`config.mk`:
```
export PLATFORM = sky130hd
export DESIGN_NAME = lsu_cdb_unit
export DESIGN_NICKNAME = d
export VERILOG_FILES = /design/src/rtl/cpu_pkg.sv /design/src/rtl/lsu_req_fifo.sv /design/src/rtl/lsu_cdb_unit.sv
export SDC_FILE = /design/constraint.sdc
export NUM_CORES = 2
export LEC_CHECK = 0
export CAP_MARGIN = 20
export CORE_MARGIN = 5
export CORE_UTILIZATION = 45
export CTS_CLUSTER_DIAMETER = 100
export DETAILED_ROUTE_END_ITERATION = 10
export GPL_TIMING_DRIVEN = 0
export SLEW_MARGIN = 20
export SYNTH_ARGS = -nofsm -noshare
export SYNTH_HDL_FRONTEND = slang
export SYNTH_HIERARCHICAL = 1
export SYNTH_SLANG_ARGS = --single-unit
```
`constraint.sdc`:
```
create_clock -name clk -period 28.9 [get_ports clk]
set_input_delay 7.225 -clock clk [delete_from_list [all_inputs] [get_ports clk]]
set_output_delay 7.225 -clock clk [all_outputs]
set_load 0.01 [all_outputs]
```
`src/rtl/cpu_pkg.sv`:
```
// Shared types and constants for the load/store unit and its request queue.
package cpu_pkg;

    localparam int ROB_IDX_W = 4;
    localparam int DATA_W    = 16;
    localparam int OPC_W     = 4;

    localparam logic [OPC_W-1:0]  OP_LD         = 4'hA;
    localparam logic [OPC_W-1:0]  OP_ST         = 4'hB;
    localparam logic [DATA_W-1:0] BAD_ADDR_DATA = 16'hDEAD;

    typedef enum logic [1:0] {
        ST_IDLE,
        ST_ACCESS,
        ST_BCAST
    } lsu_state_t;

    typedef struct packed {
        logic [ROB_IDX_W-1:0] rob_idx;
        logic [OPC_W-1:0]     opcode;
        logic [DATA_W-1:0]    a_value;
        logic [DATA_W-1:0]    b_value;
    } lsu_req_t;

endpackage

```
`src/rtl/lsu_req_fifo.sv`:
```
// Two-entry request queue in front of the LSU; slot0 is always the head.
module lsu_req_fifo
    import cpu_pkg::*;
(
    input  logic       clk,
    input  logic       rst,
    input  logic       flush,
    input  logic       push,
    input  lsu_req_t   push_data,
    input  logic       pop,
    output lsu_req_t   head,
    output logic [1:0] count,
    output logic       full
);

    lsu_req_t slot0, slot1;
    logic     push_ok, pop_ok;

    assign full    = (count == 2'd2);
    assign push_ok = push && !full;
    assign pop_ok  = pop && (count != 2'd0);
    assign head    = slot0;

    // NOTE: sequential state uses non-blocking assignments so every register
    // samples pre-edge values regardless of statement order.
    always_ff @(posedge clk) begin
        if (rst || flush) begin
            count <= 2'd0;
        end else begin
            unique case ({push_ok, pop_ok})
                2'b10: begin
                    if (count == 2'd0) slot0 <= push_data;
                    else               slot1 <= push_data;
                    count <= count + 2'd1;
                end
                2'b01: begin
                    slot0 <= slot1;
                    count <= count - 2'd1;
                end
                2'b11: begin
                    if (count == 2'd1) begin
                        slot0 <= push_data;
                    end else begin
                        slot0 <= slot1;
                        slot1 <= push_data;
                    end
                end
                default: ;
            endcase
        end
    end

endmodule

```
`src/rtl/lsu_cdb_unit.sv`:
```
// Load/store unit: queued memory ops, private word memory, CDB slot 1 broadcast.
// Optional build macro LSU_BOUNDS_CHECK_EN: out-of-range addresses read 16'hDEAD and block stores.
module lsu_cdb_unit
    import cpu_pkg::*;
#(
    parameter int DEPTH       = 256,
    parameter int MEM_LATENCY = 2
)(
    input  logic                 clk,
    input  logic                 rst,
    input  logic                 flush,
    input  logic                 issue_valid,
    input  logic [ROB_IDX_W-1:0] issue_rob_idx,
    input  logic [OPC_W-1:0]     issue_opcode,
    input  logic [DATA_W-1:0]    issue_a_value,
    input  logic [DATA_W-1:0]    issue_b_value,
    output logic                 lsu_full,
    output logic                 cdb_valid,
    output logic [ROB_IDX_W-1:0] cdb_rob_index,
    output logic [DATA_W-1:0]    cdb_result
);

    localparam int ADDR_W = $clog2(DEPTH);
    localparam int CNT_W  = (MEM_LATENCY > 1) ? $clog2(MEM_LATENCY) : 1;
    localparam logic [CNT_W-1:0] CNT_INIT = CNT_W'(MEM_LATENCY - 1);

    lsu_state_t        state;
    logic [CNT_W-1:0]  cnt;
    lsu_req_t          cur;
    lsu_req_t          head;
    lsu_req_t          issue_req;
    logic [1:0]        fifo_count;
    logic              fifo_empty;
    logic              fifo_push;
    logic              fifo_pop;
    logic [ADDR_W-1:0] mem_addr;
    logic              addr_oob;
    logic              access_done;
    logic              mem_we;
    logic [DATA_W-1:0] op_result;
    logic [DATA_W-1:0] mem [DEPTH];

    assign issue_req = '{rob_idx: issue_rob_idx, opcode: issue_opcode,
                         a_value: issue_a_value, b_value: issue_b_value};

    assign fifo_empty = (fifo_count == 2'd0);
    assign fifo_push  = issue_valid && !lsu_full && !flush;
    assign fifo_pop   = (state == ST_IDLE) && !fifo_empty && !flush;

    lsu_req_fifo u_req_fifo (
        .clk       (clk),
        .rst       (rst),
        .flush     (flush),
        .push      (fifo_push),
        .push_data (issue_req),
        .pop       (fifo_pop),
        .head      (head),
        .count     (fifo_count),
        .full      (lsu_full)
    );

    assign mem_addr = ADDR_W'(cur.a_value % DEPTH);

`ifdef LSU_BOUNDS_CHECK_EN
    assign addr_oob = (32'(cur.a_value) >= DEPTH);
`else
    assign addr_oob = 1'b0;
`endif

    assign access_done = (state == ST_ACCESS) && (cnt == '0);
    // A store caught by flush or reset on its final ACCESS cycle never lands.
    assign mem_we = access_done && (cur.opcode == OP_ST) && !addr_oob && !flush && !rst;

    // NOTE: every always_comb output gets a default first so no path leaves it
    // unassigned, which would otherwise infer a latch.
    always_comb begin
        op_result = '0;
        if (cur.opcode == OP_LD) begin
            op_result = addr_oob ? BAD_ADDR_DATA : mem[mem_addr];
        end
    end

    // NOTE: the data memory has no reset; rst only clears control state, so
    // committed stores survive it.
    always_ff @(posedge clk) begin
        if (mem_we) begin
            mem[mem_addr] <= cur.b_value;
        end
    end

    always_ff @(posedge clk) begin
        if (rst) begin
            state         <= ST_IDLE;
            cnt           <= '0;
            cdb_valid     <= 1'b0;
            cdb_rob_index <= '0;
            cdb_result    <= '0;
        end else if (flush) begin
            state     <= ST_IDLE;
            cnt       <= '0;
            cdb_valid <= 1'b0;
        end else begin
            unique case (state)
                ST_IDLE: begin
                    if (!fifo_empty) begin
                        cur   <= head;
                        cnt   <= CNT_INIT;
                        state <= ST_ACCESS;
                    end
                end
                ST_ACCESS: begin
                    if (cnt != '0) begin
                        cnt <= cnt - 1'b1;
                    end else begin
                        cdb_rob_index <= cur.rob_idx;
                        cdb_result    <= op_result;
                        cdb_valid     <= 1'b1;
                        state         <= ST_BCAST;
                    end
                end
                ST_BCAST: begin
                    cdb_valid <= 1'b0;
                    state     <= ST_IDLE;
                end
                default: begin
                    cdb_valid <= 1'b0;
                    state     <= ST_IDLE;
                end
            endcase
        end
    end

endmodule

```
Word level (Yosys, flattened, before mapping)
Memory sizes are Yosys's and may differ from the RTL's. A register that Yosys moved wholly into a read port is not among the register bits.
Index checks and enable logic that the tools add are counted.
{"block": "op_classes", "addsub": 3, "eq_ne": 13, "n_mux": 19, "bitwise_logic": 6, "n_reduce_logical": 30}
{"operator": "$mux W40", "n": 4}
{"operator": "$pmux W40 S3", "n": 1}
{"operator": "$pmux W40 S2", "n": 1}
{"operator": "$mux W16", "n": 1}
{"operator": "$logic_and A1 B1 Y1", "n": 10}
{"operator": "$ne A2 B2 Y1 const B", "n": 5}
{"operator": "$eq A4 B4 Y1 const B", "n": 2}
{"operator": "$mux W8", "n": 1}
{"operator": "$pmux W2 S2", "n": 2}
{"operator": "$reduce_and A4 Y1", "n": 2}
{"operator": "$reduce_bool A2 Y1", "n": 4}
{"operator": "$eq A2 B1 Y1 const B", "n": 3}
{"operator": "$eq A2 B2 Y1 const B", "n": 3}
{"operator": "$not A1 Y1", "n": 6}
{"operator": "$reduce_and A2 Y1", "n": 3}
{"operator": "$reduce_and A3 Y1", "n": 2}
{"operator": "$mux W1", "n": 5}
{"operator": "$logic_not A1 Y1", "n": 4}
{"operator": "$logic_not A2 Y1", "n": 2}
{"operator": "$mux W2", "n": 2}
{"operator": "$pmux W1 S2", "n": 2}
{"operator": "$reduce_bool A3 Y1", "n": 1}
{"operator": "$add A2 B1 Y2 const B", "n": 1}
{"operator": "$reduce_or A2 Y1", "n": 1}
{"operator": "3 further kinds", "n": 3}
{"block": "word_totals", "ff_bits": 130, "ramBits": 4096, "in_bits": 44, "out_inout_bits": 22, "word_cells": 90, "mem_count": 1}
{"memory": "mem", "words": 256, "width": 16, "read_ports": 1, "rd_clocked_by_memory_dff": 1, "write_ports": 1, "line_no": "lsu_cdb_unit.sv:41", "text": "logic [DATA_W-1:0] mem [DEPTH];"}

Logic depth before layout (Yosys ltp)
{"block": "logic_depth", "depth_word": 8, "ltp_mapped": 14, "ltp_nobuf": 9}

Modules after synthesis
Netlist, hierarchy kept.
{"module": "lsu_cdb_unit", "n_inst": 1, "cells_each": 7197, "area_per_inst_um2": 159096.3, "seq_area_each_um2": 124599.5}
{"module": "lsu_req_fifo", "n_inst": 1, "cells_each": 161, "area_per_inst_um2": 3139.3, "seq_area_each_um2": 2442.3}

Least setup slack after synthesis
OpenSTA, ideal clock, no wires.
{"block": "synth_timing", "path_type": "input port to flip-flop", "from": "in flush", "to": "reg u_req_fifo/slot1[0] in the netlist's numbering, enable pin", "setup_ns": 0.653, "arrival_time_ns": 14.576, "t_required_ns": 28.247, "path_slack_ns": 13.672, "stages": 7, "n_path_buf": 0, "cell_sequence": "or2_1 nor3_1 nand2b_4 inv_2 ha_1 a21oi_1 a2111oi_0"}
{"block": "synth_via", "elab_chain_len": 6, "word_cells_on_any_way": 13, "classes_between": "eq/ne: 4; bitwise: 1; reduce/logical: 8"}
{"item": "from (decl)", "line_no": "lsu_cdb_unit.sv:11", "text": "input logic flush,"}
{"item": "$logic_not A1 Y1 (*)", "line_no": "lsu_cdb_unit.sv:48", "text": "assign fifo_pop = (state == ST_IDLE) && !fifo_empty && !flush;"}
{"item": "$logic_and A1 B1 Y1 (*)", "line_no": "lsu_cdb_unit.sv:48"}
{"item": "named net fifo_pop", "line_no": "lsu_cdb_unit.sv:35", "text": "logic fifo_pop;"}
{"item": "$logic_and A1 B1 Y1 (*)", "line_no": "lsu_req_fifo.sv:21", "text": "assign pop_ok = pop && (count != 2'd0);"}
{"item": "$eq A2 B2 Y1", "line_no": "lsu_req_fifo.sv:30", "text": "unique case ({push_ok, pop_ok})"}
{"item": "$ne A2 B2 Y1 (no source line) or $reduce_bool A2 Y1 (tied branches)"}
{"item": "$reduce_and A4 Y1 (no source line) (*)"}
{"item": "to (signal assigned)", "line_no": "lsu_req_fifo.sv:33", "text": "else slot1 <= push_data;"}
{"item": "to (signal assigned)", "line_no": "lsu_req_fifo.sv:45", "text": "slot1 <= push_data;"}
{"item": "to (decl)", "line_no": "lsu_req_fifo.sv:16", "text": "lsu_req_t slot0, slot1;"}
Mark *: on every way through the listed nets, which the timed path passes. The rest lies on a longest branch.
A chain may end at the register's enable or synchronous reset.

Worst setup path after layout
{"block": "layout_timing", "from": "in flush", "to": "mem mem[58][1], enable pin"}
{"block": "layout_via", "elab_chain_len": 5}
{"item": "$logic_not A1 Y1", "line_no": "lsu_cdb_unit.sv:72", "text": "assign mem_we = access_done && (cur.opcode == OP_ST) && !addr_oob && !flush && !rst;"}
{"item": "$logic_and A1 B1 Y1 (2 in series)", "line_no": "lsu_cdb_unit.sv:72"}
{"item": "$mux W1", "line_no": "lsu_cdb_unit.sv:86", "text": "if (mem_we) begin"}
{"item": "$mux W1 (not written as such)", "line_no": "lsu_cdb_unit.sv:87", "text": "mem[mem_addr] <= cur.b_value;"}
{"item": "to (decl)", "line_no": "lsu_cdb_unit.sv:41"}
No other way between the ends.

==> metrics.csv <==
stage,metric,value,unit
synthesis,Mapped Avg Cell Area,22.0,sq um
clocking,CTS tree,yes,
worst_setup_path,"delay-heaviest family, CP",simple AND/OR/NAND/NOR gates,
timing,unrepaired setup endpoints after global routing,no,
worst_setup_path,Critical-path top delay cell,nor3_1,
clocking,clock latency on the worst-skew pair,1.05,ns
routing,DR iter-0 viols,18800,
global_routing,gr usage total,37.7,%
timing,setup slack after layout,17.10,ns
placement,Post-Place Setup Slack,16.28,ns
global_routing,grt ovf,0,
min_path,worst hold path class,reg2reg,
power_and_ir_drop,Leak,59.7,nW
timing,Fmax achieved,84.8,MHz
power_and_ir_drop,Peak VDD IR,0.0000577,V
worst_setup_path,worst path bufs/invs,3,
worst_setup_path,crit end category,flop,
routing,DR vias,94300,
floorplan,row cnt,220,
worst_setup_path,Critical path origin,flush,
worst_setup_path,crit path DAT,12.49,ns
floorplan,IO Count,66,
timing,Worst Tran Pin Value,1.43,ns
clocking,Worst-path clk slew,0.06,ns
clocking,Post-CTS Setup Bufs,0,
worst_setup_path,R2R depth,10,
placement,Cells after DPL,12600,
routing,Avg WL per Cell,52.9,microns
clocking,root buf cell,clkbuf_16,
clocking,CTS buffer count,432,
clocking,clock buffer depth,4,
floorplan,Core Area,0.358,sq mm
synthesis,Ys Warns,6,
synthesis,cell area after synthesis,0.162,sq mm
layout,Post-Layout Cell Count,13400,
worst_setup_path,CP required,29.59,ns
floorplan,Starting Density,45.1,%
timing,Clock Skew,0.0828,ns
power_and_ir_drop,Power per Cell Area,66.3,mW/mm^2
timing,Slew headroom,3.79,%
timing,final setup fails,0,
layout,# fillers,27300,
run,max-cap viol count,0,
routing,DRC violations left,0,
status,status,completed,
floorplan,die area,0.371,sq mm
synthesis,syn_nets,7386,
floorplan,Die X,609,microns
placement,DP Wirelength,491000,microns
routing,post-DR vias/cell,7.03,
worst_setup_path,CP Depth,9,
timing,Period minus WS final,11.80,ns
routing,drt total wl,710000,microns
synthesis,Syn Inst Count,7334,
worst_setup_path,Worst setup SP type,primary input,
worst_setup_path,worst setup path class,in2reg,
min_path,Hold Path Depth,0,
clocking,# clock sinks,4226,
layout,area grow syn2layout,18.3,%
worst_setup_path,CP Cell Sequence,"clkdlybuf4s50_1, or2_1, nor3_1, nand3_1, nor3_1, nand3_1, clkbuf_1, nor2_2, buf_8",
timing,Fin. Hold Viols,0,
routing,Routed Antenna Nets,0,
worst_setup_path,CP max stage delay,1.04,ns
layout,layout cells sized above 1,31.1,%
min_path,min-delay src,u_req_fifo/head[13]$_DFFE_PP_,
clocking,CTS HTree Levels,5,
routing,first-pass iteration count of the detailed router,6,
placement,IO Port Bufs,57,
worst_setup_path,crit path max fanout,10,
clocking,PostCTS Resize Cnt,0,
clocking,hold_buf cts,0,
global_routing,largest net degree at the start of global routing,33,
layout,final net count,8271,
timing,setup TNS,0,ns
global_routing,first-pass GRT wire length,897000,microns
placement,Final Wtd Congestion,1.03,
timing,"Period Utilization, post-route",40.8,%
floorplan,Die Y,609,microns
timing,count of final max-slew check failures,0,
layout,final core occ,53.4,%
global_routing,antenna violations before repair,101,
global_routing,number of global-route vias before repair,87000,
[where the power goes]
part	internal (W)	switching, W
combinational	0.000119	0.000314
clock	0.00312	0.00246
sequential	0.00666	0.00000322
total	0.00990	0.00278
[worst reg2reg max path: stages, from the launching register on]
cell and delay, ns:
dfxtp_1 0.86, buf_2 0.52, buf_4 0.39, buf_2 0.95, buf_2 0.98, mux4_2 0.42
nor2_1 0.08, nor4_1 0.76, nand4_1 1.16, a21o_1 0.63, a32oi_1 0.20
[routing by layer]
metal  share of wire [%]  GRT usage, %  wire length, microns
met1                  33          46.7                234000
met2                  42          52.0                295000
met3                  16          15.9                110000
met4                 9.8          29.5                 69800
met5               0.054         0.245                   380
[layout make-up]
cell class	instances	area (sq um)	area share (%)
timing repair buffer	451	7510	3.93
multi-input combinational	2676	34500	18.0
antenna	61	153	0.0798
clock buffer	527	11300	5.91
inverter	16	60.1	0.0314
sequential	4226	127000	66.2
buffer	416	2660	1.39
clock inverter	268	2550	1.33
tap	4773	5970	3.12
[layout by cell type (no fill, tap or decap), types with 48 or more instances in the layout]
cell type        count
nor3_1              58
diode_2             61
clkinv_1           108
mux2i_1            188
o21ai_0             62
buf_2              139
clkdlybuf4s50_1     57
clkbuf_1           147
mux4_2             962
a22oi_1            139
buf_6               76
clkinv_2            87
nor2_4             208
a21oi_1             87
clkbuf_2            75
nand2_1            162
buf_8              215
buf_12              48
buf_16              90
o22ai_1            143
nor2_1              93
buf_4               92
clkbuf_16          435
nor2_2              51
edfxtp_1          4192
nand3_1             51
[metrics by stage]
stage               hold slack [ns]  instance area (sq um)  power, W
floorplan                     0.400                 162000   0.00696
detailed placement            0.405                 177000   0.00720
finish                        0.414                 191000    0.0127
global route                  0.425                 191000    0.0129
CTS                           0.416                 191000    0.0126
global placement              0.402                 168000   0.00719
[flip-flops by register name (all words and copies together), names as in the netlist, named ones only]
register,count
u_req_fifo/head,32
cdb_rob_index,4
mem,4096
cnt,1
u_req_fifo/slot1,32
cdb_result,16
state,2
cdb_valid,1
u_req_fifo/count,2
cur,32
[worst paths after layout]
path,end,slack (ns)
worst min register to register,cur[13]$_DFFE_PP_,0.41
worst min-delay path,cur[13]$_DFFE_PP_,0.41
worst max register to register,cdb_result[5]$_SDFFE_PP0P_,21.89
worst max-delay path,mem[58][1]$_DFFE_PP_,17.10
(Power assumes the default switching activity.)
